<file path="src/rtl/int_to_fp32_conv.sv">
// Sequential int32 -> IEEE 754 binary32 converter, round-to-nearest-even.
// Normalises one bit per cycle. A start/ready/valid handshake frames each conversion.
module int_to_fp32_conv (
    input  logic        clk,
    input  logic        rst_n,
    input  logic        start,
    input  logic [31:0] int_in,
    output logic        ready,
    output logic        valid,
    output logic [31:0] result,
    output logic        inexact
);

    localparam int unsigned W      = 32;
    localparam int unsigned EXP_W  = 8;
    localparam int unsigned MANT_W = 23;
    localparam logic [EXP_W-1:0] EXP_INIT = 8'd158;

    typedef enum logic [1:0] {
        IDLE  = 2'd0,
        NORM  = 2'd1,
        ROUND = 2'd2
    } state_t;

    state_t              state;
    state_t              state_nxt;
    logic                sign;
    logic                zflag;
    logic [W-1:0]        mag;
    logic [EXP_W-1:0]    exp;

    logic                guard;
    logic                sticky;
    logic                round_up;
    logic [MANT_W:0]     mant_sum;
    logic [MANT_W-1:0]   mant_r;
    logic [EXP_W-1:0]    exp_r;
    logic                zero_hold;

    // Rounding: guard/sticky from the bits below the mantissa, carry into exponent
    always_comb begin
        guard     = mag[7];
        sticky    = |mag[6:0];
        round_up  = guard & (sticky | mag[8]);
        mant_sum  = {1'b0, mag[30:8]} + (MANT_W+1)'(round_up);
        mant_r    = mant_sum[MANT_W-1:0];
        exp_r     = exp + EXP_W'(mant_sum[MANT_W]);
        // A zero operand spends one extra ROUND cycle so its latency is 2, like the shortest nonzero path
        zero_hold = zflag && (exp != '0);
    end

    // State register
    always_ff @(posedge clk or negedge rst_n) begin
        if (!rst_n) begin
            state <= IDLE;
        end else begin
            state <= state_nxt;
        end
    end

    // Next-state logic
    always_comb begin
        state_nxt = state;
        case (state)
            IDLE: begin
                if (start) begin
                    state_nxt = (int_in == '0) ? ROUND : NORM;
                end
            end
            NORM: begin
                if (mag[W-1]) begin
                    state_nxt = ROUND;
                end
            end
            ROUND: begin
                if (!zero_hold) begin
                    state_nxt = IDLE;
                end
            end
            default: state_nxt = IDLE;
        endcase
    end

    // Datapath and registered outputs
    always_ff @(posedge clk or negedge rst_n) begin
        if (!rst_n) begin
            sign    <= 1'b0;
            zflag   <= 1'b0;
            mag     <= '0;
            exp     <= '0;
            ready   <= 1'b1;
            valid   <= 1'b0;
            result  <= '0;
            inexact <= 1'b0;
        end else begin
            ready <= (state_nxt == IDLE);
            valid <= (state == ROUND) && !zero_hold;
            case (state)
                IDLE: begin
                    if (start) begin
                        sign  <= int_in[W-1];
                        mag   <= int_in[W-1] ? W'(-int_in) : int_in;
                        exp   <= EXP_INIT;
                        zflag <= (int_in == '0);
                    end
                end
                NORM: begin
                    if (!mag[W-1]) begin
                        mag <= mag << 1;
                        exp <= exp - EXP_W'(1);
                    end
                end
                ROUND: begin
                    if (zero_hold) begin
                        exp <= '0;
                    end else if (zflag) begin
                        result  <= '0;
                        inexact <= 1'b0;
                    end else begin
                        result  <= {sign, exp_r, mant_r};
                        inexact <= guard | sticky;
                    end
                end
                default: ;
            endcase
        end
    end

endmodule

</file>
<file path="config.mk">
export PLATFORM = sky130hd
export DESIGN_NAME = int_to_fp32_conv
export DESIGN_NICKNAME = d
export VERILOG_FILES = /design/src/rtl/int_to_fp32_conv.sv
export SDC_FILE = /design/constraint.sdc
export NUM_CORES = 1
export LEC_CHECK = 0
export ABC_AREA = 0
export CAP_MARGIN = 20
export CORE_ASPECT_RATIO = 1.2
export CORE_MARGIN = 3
export CORE_UTILIZATION = 25
export CTS_CLUSTER_SIZE = 28
export DETAILED_ROUTE_END_ITERATION = 10
export HOLD_SLACK_MARGIN = 0.1
export PLACE_DENSITY = 0.51
export SLEW_MARGIN = 20
export SYNTH_ARGS = -nofsm -noshare
export SYNTH_HDL_FRONTEND = slang
export SYNTH_SLANG_ARGS = --single-unit
</file>
<file path="constraint.sdc">
create_clock -name clk -period 3.1 [get_ports clk]
set_clock_uncertainty 0.05 [all_clocks]
set_input_delay 0.775 -clock clk [delete_from_list [all_inputs] [get_ports clk]]
set_output_delay 0.775 -clock clk [all_outputs]
set_load 0.02 [all_outputs]
</file>
==> metrics.md <==
| Metric | Value |
|---|---|
| Hold buffers post-CTS | `0` |
| CP Class | `in2reg` |
| Clock transition at path regs | `60 ps` |
| Delay-heaviest family, CP | `simple AND/OR/NAND/NOR gates` |
| Area grow syn2layout | `31.15%` |
| Synth warn | `0` |
| Vias per cell | `4.924` |
| Slew headroom | `50.27%` |
| Synth cell types | `59` |
| Nets | `678` |
| GPL Wtd Cong | `0.8195` |
| Asr flop ratio synth | `100.0%` |
| Leak pwr | `2.515 nW` |
| Core area | `18,920 µm²` |
| Routed wire per std cell | `15.24 µm` |
| Cell area after placement | `6008 µm²` |
| Maximum vdd drop | `0.3705 mV` |
| Die X | `132.9 µm` |
| Crit-path cells | `clkdlybuf4s50_1 > inv_1 > ha_1 > nor4b_1 > buf_4 > nand2_1 > or3_1 > or4_4 > a21oi_1` |
| Min cycle time layout | `2763 ps` |
| Final hold violations | `0` |
| HP Class | `reg2reg` |
| Max H-tree Level | `3` |
| Slowest stage cell, crit path | `or4_4` |
| CP Data Required Time | `3310 ps` |
| Die area | `21,040 µm²` |
| Ant. Diodes | `0` |
| Pin count of the biggest net entering global routing | `80` |
| IO Count | `70` |
| Register bit total from synthesis | `79` |
| Post-CTS sizing | `0` |
| Mapped Cells | `547` |
| RSZ-0062 raised after global routing | `no` |
| Slew Limit Fails | `0` |
| CTS root buffer | `clkbuf_16` |
| Initial antenna violation count | `0` |
| Met3 wire length | `755 µm` |
| Mapped cell area | `4832 µm²` |
| CP bufs+invs | `3` |
| WL met2 | `6.267 mm` |
| Syn nets | `592` |
| Port buffer count | `69` |
| Pre-antenna DRT Iters | `4` |
| Design area | `6337 µm²` |
| Pwr/cell area | `905.9 nW/µm²` |
| Clock latency on the worst-skew pair | `340 ps` |
| Worst-Margin Slew | `738.2 ps` |
| Final setup fails | `0` |
| Std cell rows | `55` |
| Clock sinks | `79` |
| Crit start category | `input pin` |
| WL met1 | `6.412 mm` |
| Antenna Violating Nets Remaining | `0` |
| Detailed-route via count | `4,402` |
| Fmax | `0.3619 GHz` |
| Vias in the first global route | `4,377` |
| Seq/Total Area, Yosys | `40.94%` |
| Arrival @ worst endpoint | `2970 ps` |
| CP Capture Type | `flop` |
| Post-Syn Area per Cell | `8.834 µm²` |
| Total grt overflow | `0` |
| R2R setup slack | `450 ps` |
| Total track usage | `13.38%` |
| Sum Neg Setup Slack | `0 ps` |
| Top sig layer | `met4` |
| Starting DRT DRC Count | `204` |
| Post-synth EDFFs | `0` |
| Placed cell count | `878` |
| Max Cap Violations | `0` |
| Period utilization | `89.12%` |
| Layout Cells excl Fill | `894` |
| Maximum fanout along the worst path | `2` |
| Largest buffer count on any clock path | `2` |
| First-pass GRT wire length | `23.05 mm` |
| Initial Utilization | `25.53%` |
| # DRC | `0` |
| Routed WL | `13.63 mm` |
| Fin util | `33.49%` |
| Post-synth top flop | `dfrtp_1` |
| TritonCTS clock tree | `done` |
| Status | `complete, no violations` |
| Estimated wirelength of the detail-placed design | `10.55 mm` |
| Share of cells above drive strength 1 | `10.50%` |
| Die Height | `158.3 µm` |
| Post-CTS Setup Bufs | `0` |
| Hold_ws | `422.5 ps` |
| Delay of the slowest critical-path stage | `430 ps` |
| Num CTS Buffers | `9` |
-- worst min-delay path, delay by kind of cell (launching register included) --
family | cells | cell delay [ps]
simple gates | 2 | 100
flops | 1 | 340
-- layout by cell type, fill, tap and decap left out, types with 13 or more instances in the layout --
cell	instances
a21oi_1	25
dfrtp_1	78
nor2_1	30
xor2_1	35
o31ai_1	14
buf_4	35
clkdlybuf4s50_1	68
inv_1	14
xnor2_1	17
o21ai_0	51
nor4_1	15
nand2_1	72
o21bai_1	13
-- where the power goes --
group	internal [mW]	switching, mW
Combinational	1.17	1.40
Sequential	1.50	0.525
Clock	0.748	0.399
-- flip-flops by register name, summed over array words and instances (netlist names) --
register  cells
mag          32
result       32
exp           8
state         2
inexact       1
ready         1
sign          1
valid         1
zflag         1
-- final cells by class --
| type | instances | area [µm²] |
|---|---|---|
| Inverter | 15 | 56.30 |
| Fill cell | 1964 | 12590 |
| Clock buffer | 13 | 260.3 |
| Timing Repair Buffer | 105 | 974.7 |
| Sequential cell | 79 | 1978 |
| Multi-Input combinational cell | 423 | 2683 |
| Clock inverter | 3 | 65.06 |
| Tap cell | 256 | 320.3 |
-- cells in the mapped netlist (all sizes together) (6+ instances only) --
library cell  instances  area, µm²
a21oi                25      125.1
a22o                  8      70.07
a31oi                 7      43.79
and3                  6      37.54
clkbuf               25      93.84
dfrtp                78       1952
ha                   10      125.1
inv                  14      52.55
nand2                72      270.3
nand3                12      60.06
nand4                 9      56.30
nor2                 30      112.6
nor3                 12      60.06
nor4                 17      118.9
o21ai                51      255.2
o21bai               13      97.59
o31ai                14      105.1
o41ai                 8      70.07
or3                   7      50.05
or4                   7      60.06
xnor2                17      148.9
xor2                 35      306.5
-- final timing paths --
| path | cells after the start | start | end |
|---|---|---|---|
| worst min-delay path | 2 | inexact | inexact |
| worst max register to register | 7 | state[1] | exp[4] |
| worst min register to register | 2 | inexact | inexact |
| worst max-delay path | 9 | int_in[0] | state[1] |
| max in group asynchronous | 1 | rst_n | result[14] |
| min in group asynchronous | 1 | rst_n | mag[3] |
-- cells by family (layout without fill, tap and decap cells) --
logic type      after synthesis  after routing  synth area share (%)
compound gates              151            151                 20.25
xor+xnor                     52             52                 9.425
fa+ha+maj                    10             10                 2.589
buf+inv                      45            136                 3.547
flops                        79             79                 40.94
mux                           7              7                 1.528
simple gates                203            203                 21.72
-- metrics by stage --
| stage | total power, mW | setup WS (ps) |
|---|---|---|
| floorplan | 3.540 | 677.0 |
| global placement | 4.579 | 5.944 |
| detailed placement | 4.640 | -21.74 |
| CTS | 5.808 | 327.8 |
| global route | 6.211 | 64.48 |
| finish | 5.741 | 337.2 |
-- routing by layer --
metal / track usage, % / vias up
li1: - / 2169
met1: 18.74 / 2100
met2: 20.79 / 118
met3: 2.402 / 15
met4: 4.901 / 0
met5: 0 / -
No activity file was read; power rests on OpenSTA's default activity.
